==> src/rtl/i2c_reg_master.sv <==
// Single-transaction I2C register master: START, {chip,rw}, reg, data (write or read), STOP.
// Each bus bit is four quarter-phases of CLK_DIV system clocks; SCL is push-pull, SDA open-drain.
module i2c_reg_master #(
   parameter int CLK_DIV   = 4,
   parameter bit ACK_CHECK = 1'b0
) (
   input  logic       clk,
   input  logic       rst_n,
   input  logic       cmd_valid,
   output logic       cmd_ready,
   input  logic [6:0] cmd_chip_id,
   input  logic [7:0] cmd_reg_addr,
   input  logic       cmd_wr1rd0,
   input  logic [7:0] cmd_wr_data,
   output logic       rsp_valid,
   output logic [7:0] rsp_rd_data,
   output logic       rsp_nack,
   output logic       busy,
   output logic       scl_o,
   output logic       sda_oe,
   input  logic       sda_i
);

   typedef enum logic [3:0] {
      S_IDLE, S_START, S_ADDR, S_ACK_A, S_REG, S_ACK_R,
      S_WDATA, S_ACK_W, S_RDATA, S_MACK, S_STOP, S_DONE
   } state_t;

   localparam logic [7:0] DIV_LAST = 8'(CLK_DIV - 1);

   state_t     state, state_nx;
   logic [7:0] div_cnt;
   logic [1:0] qtr;
   logic [2:0] bit_cnt;
   logic [1:0] pad_cnt;
   logic [6:0] chip_q;
   logic [7:0] reg_q, wdat_q, rx_sh, tx_byte;
   logic       wr_q, nack_q, abort_q;
   logic       accept, tick, slot_end, sample, tx_bit;

   assign accept   = cmd_valid && (state == S_IDLE);
   assign tick     = (div_cnt == DIV_LAST);
   assign slot_end = tick && (qtr == 2'd3);
   // SDA is sampled on the Q2->Q3 edge, i.e. in the middle of SCL high
   assign sample   = tick && (qtr == 2'd2);

   always_comb begin
      tx_byte = wdat_q;
      if (state == S_ADDR)     tx_byte = {chip_q, wr_q};
      else if (state == S_REG) tx_byte = reg_q;
      tx_bit = tx_byte[3'd7 - bit_cnt];
   end

   always_ff @(posedge clk or negedge rst_n) begin
      if (!rst_n) state <= S_IDLE;
      else        state <= state_nx;
   end

   always_comb begin
      state_nx = state;
      case (state)
         S_IDLE:  if (cmd_valid) state_nx = S_START;
         S_START: if (slot_end) state_nx = S_ADDR;
         S_ADDR:  if (slot_end && bit_cnt == 3'd7) state_nx = S_ACK_A;
         S_ACK_A: if (slot_end) state_nx = (ACK_CHECK && nack_q) ? S_STOP : S_REG;
         S_REG:   if (slot_end && bit_cnt == 3'd7) state_nx = S_ACK_R;
         S_ACK_R: if (slot_end) state_nx = wr_q ? S_WDATA : S_RDATA;
         S_WDATA: if (slot_end && bit_cnt == 3'd7) state_nx = S_ACK_W;
         S_ACK_W: if (slot_end) state_nx = S_STOP;
         S_RDATA: if (slot_end && bit_cnt == 3'd7) state_nx = S_MACK;
         S_MACK:  if (slot_end) state_nx = S_STOP;
         // aborted frames hold the bus idle for three extra slots so they last a fixed 14 slots
         S_STOP:  if (slot_end && (!abort_q || pad_cnt == 2'd3)) state_nx = S_DONE;
         S_DONE:  state_nx = S_IDLE;
         default: state_nx = S_IDLE;
      endcase
   end

   always_ff @(posedge clk or negedge rst_n) begin
      if (!rst_n) begin
         div_cnt     <= '0;
         qtr         <= '0;
         bit_cnt     <= '0;
         pad_cnt     <= '0;
         chip_q      <= '0;
         reg_q       <= '0;
         wdat_q      <= '0;
         wr_q        <= 1'b0;
         rx_sh       <= '0;
         nack_q      <= 1'b0;
         abort_q     <= 1'b0;
         rsp_rd_data <= '0;
         rsp_nack    <= 1'b0;
      end else begin
         if (accept) begin
            chip_q  <= cmd_chip_id;
            reg_q   <= cmd_reg_addr;
            wdat_q  <= cmd_wr_data;
            wr_q    <= cmd_wr1rd0;
            div_cnt <= '0;
            qtr     <= '0;
            bit_cnt <= '0;
            pad_cnt <= '0;
            rx_sh   <= '0;
            nack_q  <= 1'b0;
            abort_q <= 1'b0;
         end else if (state != S_IDLE && state != S_DONE) begin
            div_cnt <= tick ? 8'd0 : div_cnt + 8'd1;
            if (tick) qtr <= qtr + 2'd1;
            if (sample) begin
               if (state inside {S_ACK_A, S_ACK_R, S_ACK_W}) nack_q <= nack_q | sda_i;
               if (state == S_RDATA) rx_sh <= {rx_sh[6:0], sda_i};
            end
            if (slot_end) begin
               if (state inside {S_ADDR, S_REG, S_WDATA, S_RDATA}) bit_cnt <= bit_cnt + 3'd1;
               if (state == S_ACK_A && ACK_CHECK && nack_q) abort_q <= 1'b1;
               if (state == S_STOP && abort_q) pad_cnt <= pad_cnt + 2'd1;
            end
         end
         if (state == S_STOP && state_nx == S_DONE) begin
            rsp_rd_data <= (wr_q || abort_q) ? 8'h00 : rx_sh;
            rsp_nack    <= nack_q;
         end
      end
   end

   always_comb begin
      scl_o     = 1'b1;
      sda_oe    = 1'b0;
      cmd_ready = (state == S_IDLE);
      busy      = (state != S_IDLE);
      rsp_valid = (state == S_DONE);
      case (state)
         S_START: begin
            scl_o  = (qtr != 2'd3);
            sda_oe = qtr[1];
         end
         S_ADDR, S_REG, S_WDATA: begin
            scl_o  = qtr[1];
            sda_oe = ~tx_bit;
         end
         S_ACK_A, S_ACK_R, S_ACK_W, S_RDATA, S_MACK: scl_o = qtr[1];
         S_STOP: if (pad_cnt == 2'd0) begin
            scl_o  = (qtr != 2'd0);
            sda_oe = ~qtr[1];
         end
         default: ;
      endcase
   end

endmodule

==> config.mk <==
export PLATFORM = sky130hd
export DESIGN_NAME = i2c_reg_master
export DESIGN_NICKNAME = d
export VERILOG_FILES = /design/src/rtl/i2c_reg_master.sv
export SDC_FILE = /design/constraint.sdc
export NUM_CORES = 1
export LEC_CHECK = 0
export CAP_MARGIN = 15
export CORE_MARGIN = 2
export CORE_UTILIZATION = 35
export DETAILED_ROUTE_END_ITERATION = 8
export PLACE_DENSITY = 0.57
export SKIP_CTS_REPAIR_TIMING = 1
export SYNTH_ARGS = -nofsm -noshare
export SYNTH_HDL_FRONTEND = slang
export SYNTH_SLANG_ARGS = --single-unit
==> constraint.sdc <==
create_clock -name clk -period 2.5 [get_ports clk]
set_input_delay 0.25 -clock clk [delete_from_list [all_inputs] [get_ports clk]]
set_output_delay 0.25 -clock clk [all_outputs]
set_load 0.005 [all_outputs]
==> results of run 1 <==
[power groups by stage]
stage	logic, mW	clock network, mW	registers, mW
floorplan	0.00155	0	0.974
global placement	0.0652	0	0.974
detailed placement	0.0659	0	0.974
CTS	0.0662	0.884	0.956
global route	0.0722	0.929	0.956
finish	0.0638	0.853	0.956
[synth_stat cells, types with 2 or more instances]
| library cell | n |
|---|---|
| sky130_fd_sc_hd__a21oi_1 | 12 |
| sky130_fd_sc_hd__and3_1 | 4 |
| sky130_fd_sc_hd__and3_2 | 2 |
| sky130_fd_sc_hd__buf_2 | 11 |
| sky130_fd_sc_hd__clkbuf_1 | 5 |
| sky130_fd_sc_hd__dfrtp_1 | 59 |
| sky130_fd_sc_hd__ha_1 | 6 |
| sky130_fd_sc_hd__inv_1 | 5 |
| sky130_fd_sc_hd__mux2i_1 | 17 |
| sky130_fd_sc_hd__mux4_2 | 4 |
| sky130_fd_sc_hd__nand2_1 | 91 |
| sky130_fd_sc_hd__nand2b_1 | 10 |
| sky130_fd_sc_hd__nand3_1 | 21 |
| sky130_fd_sc_hd__nand4_1 | 2 |
| sky130_fd_sc_hd__nor2_1 | 15 |
| sky130_fd_sc_hd__nor2b_1 | 3 |
| sky130_fd_sc_hd__nor3b_1 | 2 |
| sky130_fd_sc_hd__nor4b_1 | 2 |
| sky130_fd_sc_hd__o211ai_1 | 2 |
| sky130_fd_sc_hd__o21ai_0 | 18 |
| sky130_fd_sc_hd__o21ai_1 | 2 |
| sky130_fd_sc_hd__or3_1 | 5 |
| sky130_fd_sc_hd__or4_1 | 3 |
[final cells by class]
class,instances,area share
multi-input combinational,246,0.389
sequential,59,0.389
inverter,6,0.00593
clock inverter,2,0.00923
tap,108,0.0356
clock buffer,13,0.0418
timing repair buffer,52,0.129
[flip-flops by register name, summed over array words and instances (netlist names)]
name         count
div_cnt          8
reg_q            8
rsp_rd_data      8
rx_sh            8
wdat_q           8
chip_q           7
state            4
bit_cnt          3
qtr              2
nack_q           1
rsp_nack         1
wr_q             1
[logic make-up (layout without fill, tap and decap cells)]
logic type / count (synthesis) / in the layout / share of synthesized area
adders and majority gates: 6 / 6 / 0.0247
DFF: 59 / 59 / 0.486
buffers and inverters: 22 / 73 / 0.0317
and+or+nand+nor: 172 / 172 / 0.277
AOI/OAI and AO/OA: 45 / 45 / 0.0885
muxes: 22 / 22 / 0.0893
xor gates and xnor gates: 1 / 1 / 0.00288
[worst min path at each step]
stage / endpoint / slack [ns]
finish: div_cnt[5]$_DFFE_PN0P_ / 0.01
global route: div_cnt[2]$_DFFE_PN0P_ / 0.08
CTS: div_cnt[5]$_DFFE_PN0P_ / 0.04
detailed placement: div_cnt[5]$_DFFE_PN0P_ / 0.41
global placement: div_cnt[5]$_DFFE_PN0P_ / 0.40
floorplan: bit_cnt[0]$_DFFE_PN0P_ / -0.05
[metrics by stage]
step / instances / hold slack (ns) / power (mW)
detailed placement: 471 / 0.409 / 1.04
global route: 486 / 0.0786 / 1.96
floorplan: 327 / -0.0456 / 0.976
global placement: 471 / 0.403 / 1.04
CTS: 486 / 0.0439 / 1.91
finish: 486 / 0.0141 / 1.87
[metal layers]
metal,GRT usage,vias to the layer above
met5,0,-
met4,0.0293,0
met3,0.0511,5
met2,0.222,68
met1,0.208,1110
li1,-,1229
==> load_flow_metrics.sql, run 1 <==
INSERT INTO impl_metrics (metric_group, metric, value, unit) VALUES
('floorplan', 'core.rowCount', '34', ''),
('critical_path', 'timing.critical_path.slowest_cell_delay', '0.50', 'ns'),
('placement', 'port_buffers', '41', ''),
('power', 'p_int', '1.50', 'mW'),
('job', 'maxCapViolCount', '0', ''),
('clock_network', 'clock_latency', '0.33', 'ns'),
('drt', 'vias_per_cell', '4.96', ''),
('drt', 'ant_nets', '0', ''),
('logic_synthesis', 'post_synth_arst_share', '1.00', ''),
('critical_path', 'rr_endpoint', 'state[3]$_DFF_PN0_', ''),
('power', 'power.net_switching', '0.371', 'mW'),
('floorplan', 'die_area', '9450', 'um^2'),
('sta', 'setup_slack', '0.249', 'ns'),
('critical_path', 'arrival', '2.00', 'ns'),
('sta', 'fin_crit', '2.25', 'ns'),
('layout', 'final_cell_mix', '91 x sky130_fd_sc_hd__nand2_1, 57 x sky130_fd_sc_hd__dfrtp_1, 39 x sky130_fd_sc_hd__clkdlybuf4s50_1', ''),
('sta', 'timing_hold_violations_final', '0', ''),
('power', 'total_leakage_power', '1.79', 'nW'),
('floorplan', 'die-width', '97.2', 'um'),
('critical_path', 'critPathSlowestCell', 'sky130_fd_sc_hd__clkdlybuf4s50_1', ''),
('global_route', 'initial_antenna_violation_count', '0', ''),
('critical_path', 'cell_chain_of_the_critical_path', 'ha_1 -> a211oi_1 -> o22ai_1 -> nand2_1 -> clkdlybuf4s50_1', ''),
('critical_path', 'regToRegStartpoint', 'div_cnt[0]$_DFFE_PN0P_', ''),
('drt', 'drt_wl_total', '6570', 'um'),
('layout', 'multi_input_area', '1480', 'um^2'),
('sta', 'fmaxAchievable', '0.444', 'GHz'),
('logic_synthesis', 'post_synth_instance_area', '3040', 'um^2'),
('global_route', 'grt_util_all_layers', '0.148', ''),
('layout', 'nNetsFinal', '408', ''),
('status', 'status', 'finished, final reports clean', ''),
('critical_path', 'end_kind', 'primary output', ''),
('drt', 'dr_wl_met2', '2950', 'um'),
('global_route', 'globalRouteOverflowTotal', '0', ''),
('layout', 'areaGrowthSynthToFinish', '24.9', '%'),
('logic_synthesis', 'synthesis.yosys.warnings', '0', ''),
('logic_synthesis', 'synth_ff_type', 'sky130_fd_sc_hd__dfrtp_1', ''),
('power', 'power.clock.fraction', '0.455', ''),
('clock_network', 'clk_transition_reported_paths', '0.06', 'ns'),
('drt', 'dr.first_iter.drc_count', '104', ''),
('power', 'comb_power_share', '0.034', ''),
('drt', 'routed-via-count', '2412', ''),
('layout', 'final_util', '0.444', ''),
('layout', 'area_used_by_sequential_logic_in_the_layout', '1480', 'um^2'),
('floorplan', 'ioPinCount', '42', ''),
('drt', 'detailedRoute.firstPassIterationCount', '4', ''),
('clock_network', 'tritoncts', 'done', ''),
('power', 'p_seq_frac', '0.510', ''),
('sta', 'tns', '0', 'ns'),
('global_route', 'first_global_vias', '2296', ''),
('logic_synthesis', 'seq_area_frac_synth', '0.486', ''),
('floorplan', 'die_height', '97.2', 'um'),
('drt', 'wl_on_met1', '3170', 'um'),
('logic_synthesis', 'yosys-top-cells-area', 'sky130_fd_sc_hd__dfrtp_1 49%, sky130_fd_sc_hd__nand2_1 11%, sky130_fd_sc_hd__mux2i_1 5.6%, sky130_fd_sc_hd__nand3_1 3.5%, sky130_fd_sc_hd__o21ai_0 3.0%', ''),
('clock_network', 'cts_root_buffer', 'sky130_fd_sc_hd__clkbuf_8', ''),
('logic_synthesis', 'synth.lib_cells_used.distinct', '49', ''),
('critical_path', 'ff2ff_setup_slack', '0.48', 'ns'),
('power', 'power.ir.vdd_worst', '0.000252', 'V'),
('global_route', 'grt_first_pass_wirelength', '11300', 'um'),
('logic_synthesis', 'yosysTopAreaCell', 'sky130_fd_sc_hd__dfrtp_1', ''),
('critical_path', 'critical_path.endpoint', 'scl_o', ''),
('sta', 'tightestPinTransition', '0.834', 'ns'),
('floorplan', 'placeableCoreArea', '8550', 'um^2'),
('drt', 'topRoutingLayerUsed', 'met4', ''),
('clock_network', 'tritoncts.num_buffers', '9', ''),
('critical_path', 'timing.critical_path.buf_inv', '1', ''),
('drt', 'drc_errors', '0', ''),
('placement', 'place_worst_setup_slack', '0.240', 'ns'),
('layout', 'drive_above_1_share', '0.114', ''),
('layout', 'layout.cells.most_common', 'sky130_fd_sc_hd__nand2_1', ''),
('logic_synthesis', 'number_of_enable_flip_flop_cells_after_synthesis', '0', ''),
('drt', 'detailroute.wirelength.met3', '397', 'um');
(Power assumes the default switching activity.)
==> run 2, diff against run 1 <==
--- a/config.mk
+++ b/config.mk
@@ -5,11 +5,14 @@
 export SDC_FILE = /design/constraint.sdc
 export NUM_CORES = 1
 export LEC_CHECK = 0
+export ABC_AREA = 0
 export CAP_MARGIN = 15
+export CELL_PAD_IN_SITES_DETAIL_PLACEMENT = 0
+export CELL_PAD_IN_SITES_GLOBAL_PLACEMENT = 1
 export CORE_MARGIN = 2
 export CORE_UTILIZATION = 35
 export DETAILED_ROUTE_END_ITERATION = 8
-export PLACE_DENSITY = 0.57
+export PLACE_DENSITY_LB_ADDON = 0.1
 export SKIP_CTS_REPAIR_TIMING = 1
 export SYNTH_ARGS = -nofsm -noshare
 export SYNTH_HDL_FRONTEND = slang
==> run 2 against run 1 <==
Wire length increased by 4.3%. Fmax is 0.39% lower. Hold slack improved by 0.29 ns. Sequential share of layout area down 0.78 points. Core utilization rose by 0.91 points. Flip-flop and latch count stayed put. Highest routed layer unchanged. Setup slack got worse by 0.0089 ns. Critical path type unchanged. Global-route usage is 0.93 points higher. Clock power is 25% higher.
==> load_flow_metrics.sql, run 2 (synthesized netlist as in run 1, its figures left out) <==
INSERT INTO impl_metrics (metric_group, metric, value, unit) VALUES
('status', 'status', 'finished, final reports clean', ''),
('drt', 'dr.first_iter.drc_count', '85', ''),
('global_route', 'grt_first_pass_wirelength', '12000', 'um'),
('critical_path', 'worstPathRequired', '2.25', 'ns'),
('clock_network', 'clock_sinks', '59', ''),
('floorplan', 'die-width', '97.2', 'um'),
('critical_path', 'timing.critical_path.slowest_cell_delay', '0.50', 'ns'),
('placement', 'port_buffers', '41', ''),
('sta', 'tightestPinTransition', '0.506', 'ns'),
('drt', 'routed-via-count', '2398', ''),
('drt', 'ant_nets', '0', ''),
('drt', 'vias_per_cell', '4.90', ''),
('critical_path', 'timing.critical_path.buf_inv', '1', ''),
('clock_network', 'clk_transition_reported_paths', '0.07', 'ns'),
('floorplan', 'die_area', '9450', 'um^2'),
('power', 'total_leakage_power', '1.83', 'nW'),
('drt', 'post_drt_wl_per_cell', '14.0', 'um'),
('critical_path', 'worst_r2r_path_depth', '5', ''),
('critical_path', 'regToRegStartpoint', 'div_cnt[0]$_DFFE_PN0P_', ''),
('sta', 'final_number_of_setup_violating_endpoints', '0', ''),
('critical_path', 'timing_worst_setup_path_type', 'reg -> out', ''),
('sta', 'slew_headroom', '0.660', ''),
('sta', 'final_hold_slack', '0.304', 'ns'),
('drt', 'drc_errors', '0', ''),
('floorplan', 'core.rowCount', '34', ''),
('critical_path', 'crit_path_start_kind', 'flop', ''),
('layout', 'layout.cells.most_common', 'sky130_fd_sc_hd__nand2_1', ''),
('global_route', 'first_global_vias', '2420', ''),
('power', 'p_seq_frac', '0.458', ''),
('power', 'p_int', '1.68', 'mW'),
('layout', 'final_cell_mix', '91 x sky130_fd_sc_hd__nand2_1, 57 x sky130_fd_sc_hd__dfrtp_1, 39 x sky130_fd_sc_hd__clkdlybuf4s50_1', ''),
('power', 'power.net_switching', '0.406', 'mW'),
('critical_path', 'cp_top_family', 'buffers and inverters', ''),
('layout', 'areaGrowthSynthToFinish', '27.4', '%'),
('power', 'comb_power_share', '0.031', ''),
('job', 'maxCapViolCount', '0', ''),
('layout', 'antenna-diode-count', '0', ''),
('critical_path', 'cell_chain_of_the_critical_path', 'ha_1 -> a211oi_1 -> o22ai_1 -> nand2_1 -> clkdlybuf4s50_1', ''),
('floorplan', 'die_height', '97.2', 'um'),
('clock_network', 'clock_latency', '0.33', 'ns'),
('layout', 'drive_above_1_share', '0.121', ''),
('global_route', 'grt_max_degree', '28', ''),
('sta', 'post-route-period-util', '0.904', ''),
('critical_path', 'ff2ff_setup_slack', '0.53', 'ns'),
('critical_path', 'critPathSlowestCell', 'sky130_fd_sc_hd__clkdlybuf4s50_1', ''),
('floorplan', 'ioPinCount', '42', ''),
('sta', 'timing_hold_violations_final', '0', ''),
('critical_path', 'arrival', '2.01', 'ns'),
('global_route', 'grt_util_all_layers', '0.157', ''),
('global_route', 'initial_antenna_violation_count', '0', ''),
('power', 'power.clock.fraction', '0.511', ''),
('power', 'swShare', '0.194', ''),
('clock_network', 'clock_tree.buffer_depth', '2', ''),
('layout', 'final_util', '0.453', ''),
('sta', 'timing.clock.skew', '0.00647', 'ns'),
('sta', 'fmaxAchievable', '0.442', 'GHz'),
('sta', 'fin_crit', '2.26', 'ns'),
('critical_path', 'end_kind', 'primary output', ''),
('floorplan', 'initial_utilization', '0.356', ''),
('global_route', 'globalRouteOverflowTotal', '0', ''),
('critical_path', 'rr_endpoint', 'state[2]$_DFF_PN0_', ''),
('sta', 'slew_viol_final', '0', ''),
('worst_hold_path', 'hold_path.class', 'in -> async', ''),
('clock_network', 'cts.htree.levels', '3', ''),
('sta', 'rsz0062_at_grt', 'false', ''),
('power', 'power.ir.vdd_worst', '0.000223', 'V'),
('drt', 'drt_wl_total', '6860', 'um'),
('clock_network', 'tritoncts.num_buffers', '9', ''),
('placement', 'dp_cells', '472', ''),
('drt', 'detailedRoute.firstPassIterationCount', '4', ''),
('clock_network', 'cts_root_buffer', 'sky130_fd_sc_hd__clkbuf_8', ''),
('placement', 'dp_hpwl', '4950', 'um'),
('layout', 'instances_no_fill', '489', ''),
('power', 'cellPowerDensity', '539', 'nW/um^2'),
('critical_path', 'critPathMaxFanout', '7', ''),
('layout', 'nNetsFinal', '410', ''),
('clock_network', 'tritoncts', 'done', ''),
('floorplan', 'placeableCoreArea', '8550', 'um^2'),
('placement', 'finalWeightedCongestion', '0.786', '');
[run 2: changes by cell type in the layout (fill, tap and decap cells not counted), sizes merged]
| cell | previous run | this run |
|---|---|---|
| buf | 12 | 13 |
| bufinv | 1 | 3 |
| clkbuf | 13 | 11 |
| clkinv | 1 | 2 |
| dlygate4sd3 | 0 | 1 |
[run 2: worst max path at each step]
stage | cells after the start | startpoint | slack [ns] | endpoint
after floorplan | 5 | div_cnt[0]$_DFFE_PN0P_ | 0.75 | state[2]$_DFF_PN0_
after CTS | 5 | bit_cnt[1]$_DFFE_PN0P_ | -0.15 | sda_oe
after global placement | 4 | bit_cnt[0]$_DFFE_PN0P_ | 0.28 | sda_oe
final | 5 | qtr[1]$_DFFE_PN0P_ | 0.24 | scl_o
after detailed placement | 5 | bit_cnt[1]$_DFFE_PN0P_ | 0.22 | sda_oe
after global routing | 5 | qtr[1]$_DFFE_PN0P_ | 0.1 | scl_o
[run 2: through the flow]
step,total power [mW],setup WS [ns],instance area [um^2],setup TNS (ns)
after floorplan,0.976,0.751,3040,0
after global placement,1.04,0.281,3610,0
after detailed placement,1.04,0.224,3610,0
after CTS,2.12,-0.153,3850,-0.153
after global routing,2.17,0.0978,3870,0
final,2.09,0.240,3870,0
[run 2: final cells by class]
| type | count | area [um^2] |
|---|---|---|
| clock inverter | 5 | 100 |
| inverter | 6 | 22.5 |
| fill | 847 | 4680 |
| timing repair buffer | 54 | 520 |
| multi-input combinational | 246 | 1480 |
| clock buffer | 11 | 141 |
| sequential | 59 | 1480 |
| tap | 108 | 135 |
[run 2: power by group through the flow]
stage	clock [mW]	sequential [mW]	combinational [mW]
after floorplan	0	0.974	0.00155
after global placement	0	0.974	0.0652
after detailed placement	0	0.974	0.0656
after CTS	1.10	0.956	0.0660
after global routing	1.14	0.955	0.0726
final	1.07	0.956	0.0649
[run 2: routing by layer]
metal  global-route usage  wire length (um)  vias to the layer above
met3               0.0417               219                        5
met2                0.248              3160                       37
met5                    0                 0                        -
met4               0.0520                90                        0
met1                0.209              3390                     1123
li1                     -                 -                     1233
==> run 3, diff against run 2 <==
--- a/config.mk
+++ b/config.mk
@@ -11,6 +11,7 @@
 export CELL_PAD_IN_SITES_GLOBAL_PLACEMENT = 1
 export CORE_MARGIN = 2
 export CORE_UTILIZATION = 35
+export CTS_BUF_LIST = sky130_fd_sc_hd__clkbuf_4 sky130_fd_sc_hd__clkbuf_8
 export DETAILED_ROUTE_END_ITERATION = 8
 export PLACE_DENSITY_LB_ADDON = 0.1
 export SKIP_CTS_REPAIR_TIMING = 1
==> run 3 against run 2 <==
Final area about the same. Final cell count unchanged. Highest routed layer unchanged. Global-route usage unchanged. Total power increased by 0.51%. Wire length about the same. Sequential share of layout area about the same. Clock skew about the same. Largest power group unchanged. Non-clock buffer count unchanged.
==> load_flow_metrics.sql, run 3 (synthesized netlist as in run 1, its figures left out) <==
INSERT INTO impl_metrics (metric_group, metric, value, unit) VALUES
('status', 'status', 'finished, final reports clean', ''),
('layout', 'layout.cells.most_common', 'sky130_fd_sc_hd__nand2_1', ''),
('placement', 'port_buffers', '41', ''),
('clock_network', 'clock_latency', '0.33', 'ns'),
('drt', 'drt_wl_total', '6860', 'um'),
('clock_network', 'clock_sinks', '59', ''),
('layout', 'areaGrowthSynthToFinish', '27.6', '%'),
('power', 'p_seq_frac', '0.456', ''),
('drt', 'ant_nets', '0', ''),
('power', 'comb_power_share', '0.031', ''),
('floorplan', 'placeableCoreArea', '8550', 'um^2'),
('sta', 'fin_crit', '2.26', 'ns'),
('power', 'swShare', '0.193', ''),
('layout', 'antenna-diode-count', '0', ''),
('power', 'cellPowerDensity', '541', 'nW/um^2'),
('sta', 'post-route-period-util', '0.904', ''),
('job', 'maxCapViolCount', '0', ''),
('clock_network', 'tritoncts', 'done', ''),
('critical_path', 'end_kind', 'primary output', ''),
('drt', 'post_drt_wl_per_cell', '14.0', 'um'),
('floorplan', 'initial_utilization', '0.356', ''),
('power', 'power.ir.vdd_worst', '0.000223', 'V'),
('layout', 'final_cell_mix', '91 x sky130_fd_sc_hd__nand2_1, 57 x sky130_fd_sc_hd__dfrtp_1, 39 x sky130_fd_sc_hd__clkdlybuf4s50_1', ''),
('sta', 'tightestPinTransition', '0.506', 'ns'),
('placement', 'detailed_place.area', '3610', 'um^2'),
('sta', 'setup_slack', '0.240', 'ns'),
('placement', 'place_worst_setup_slack', '0.224', 'ns'),
('layout', 'drive_above_1_share', '0.123', ''),
('clock_network', 'clock_tree.buffer_depth', '2', ''),
('placement', 'dp_cells', '472', ''),
('global_route', 'globalRouteOverflowTotal', '0', ''),
('sta', 'final_hold_slack', '0.304', 'ns'),
('power', 'power.clock.fraction', '0.513', ''),
('drt', 'routed-via-count', '2400', ''),
('global_route', 'grt_first_pass_wirelength', '12000', 'um'),
('placement', 'finalWeightedCongestion', '0.786', ''),
('sta', 'tns', '0', 'ns'),
('sta', 'timing.clock.skew', '0.00647', 'ns'),
('power', 'total_leakage_power', '1.83', 'nW'),
('floorplan', 'die_area', '9450', 'um^2'),
('critical_path', 'critPathMaxFanout', '7', ''),
('floorplan', 'die-width', '97.2', 'um'),
('drt', 'dr.first_iter.drc_count', '84', ''),
('clock_network', 'tritoncts.num_buffers', '9', ''),
('worst_hold_path', 'hold_path.class', 'in -> async', ''),
('critical_path', 'arrival', '2.01', 'ns'),
('floorplan', 'ioPinCount', '42', ''),
('clock_network', 'cts_root_buffer', 'sky130_fd_sc_hd__clkbuf_8', ''),
('global_route', 'initial_antenna_violation_count', '0', ''),
('global_route', 'first_global_vias', '2420', ''),
('sta', 'slew_viol_final', '0', ''),
('drt', 'vias_per_cell', '4.91', ''),
('sta', 'slew_headroom', '0.660', ''),
('clock_network', 'clk_transition_reported_paths', '0.07', 'ns'),
('critical_path', 'timing_worst_setup_path_type', 'reg -> out', ''),
('critical_path', 'crit_path_start_kind', 'flop', ''),
('layout', 'multi_input_area', '1480', 'um^2'),
('layout', 'filler_cell_count', '845', ''),
('global_route', 'grt_max_degree', '28', ''),
('sta', 'rsz0062_at_grt', 'false', ''),
('global_route', 'grt_util_all_layers', '0.157', ''),
('floorplan', 'core.rowCount', '34', ''),
('clock_network', 'cts.htree.levels', '3', ''),
('drt', 'detailedRoute.firstPassIterationCount', '4', ''),
('critical_path', 'worstPathRequired', '2.25', 'ns'),
('layout', 'area_used_by_sequential_logic_in_the_layout', '1480', 'um^2'),
('floorplan', 'die_height', '97.2', 'um'),
('layout', 'final_util', '0.454', ''),
('sta', 'final_number_of_setup_violating_endpoints', '0', ''),
('power', 'power.net_switching', '0.405', 'mW'),
('layout', 'final_cell_area', '3880', 'um^2'),
('layout', 'instances_no_fill', '489', ''),
('sta', 'fmaxAchievable', '0.443', 'GHz'),
('power', 'p_int', '1.69', 'mW'),
('sta', 'timing_hold_violations_final', '0', ''),
('layout', 'nNetsFinal', '410', ''),
('placement', 'dp_hpwl', '4950', 'um'),
('drt', 'drc_errors', '0', ''),
('power', 'power.total', '2.10', 'mW');
[run 3: cell counts in the layout (fill, tap and decap cells not counted)]
Identical to the previous run, type by type.
[run 3: worst paths after layout]
path,startpoint,slack [ns],cells after the start,endpoint
max,qtr[1]$_DFFE_PN0P_,0.24,5,scl_o
min,rst_n,0.30,2,div_cnt[4]$_DFFE_PN0P_
max reg2reg,div_cnt[0]$_DFFE_PN0P_,0.53,5,state[2]$_DFF_PN0_
min reg2reg,reg_q[0]$_DFFE_PN0P_,0.47,2,reg_q[0]$_DFFE_PN0P_
max in group asynchronous,rst_n,1.56,3,bit_cnt[1]$_DFFE_PN0P_
min in group clk,cmd_reg_addr[3],0.44,3,reg_q[3]$_DFFE_PN0P_
[run 3: area by class of cell]
cell class / count / area share
clock buffer: 11 / 0.0374
sequential: 59 / 0.381
inverter: 6 / 0.00581
multi-input combinational: 246 / 0.381
tap: 108 / 0.0348
timing repair buffer: 54 / 0.134
clock inverter: 5 / 0.0258
[run 3: power by group through the flow]
stage          Combinational, mW  Sequential [mW]  Clock [mW]
6_report                  0.0649            0.956        1.08
3_3_place_gp              0.0652            0.974           0
3_5_place_dp              0.0656            0.974           0
4_1_cts                   0.0660            0.956        1.11
5_1_grt                   0.0726            0.955        1.15
2_1_floorplan            0.00155            0.974           0
[run 3: per-layer routing]
metal / global-route usage / vias up / wire (um)
met2: 0.248 / 37 / 3160
met4: 0.0520 / 0 / 90
met5: 0 / - / 0
met1: 0.209 / 1125 / 3390
met3: 0.0417 / 5 / 219
li1: - / 1233 / -
[run 3: critical path, stage by stage, from the launching register on]
cell and delay, ns:
sky130_fd_sc_hd__dfrtp_1 0.47, sky130_fd_sc_hd__ha_1 0.26, sky130_fd_sc_hd__a211oi_1 0.26, sky130_fd_sc_hd__o22ai_1 0.12, sky130_fd_sc_hd__nand2_1 0.08, sky130_fd_sc_hd__clkdlybuf4s50_1 0.50
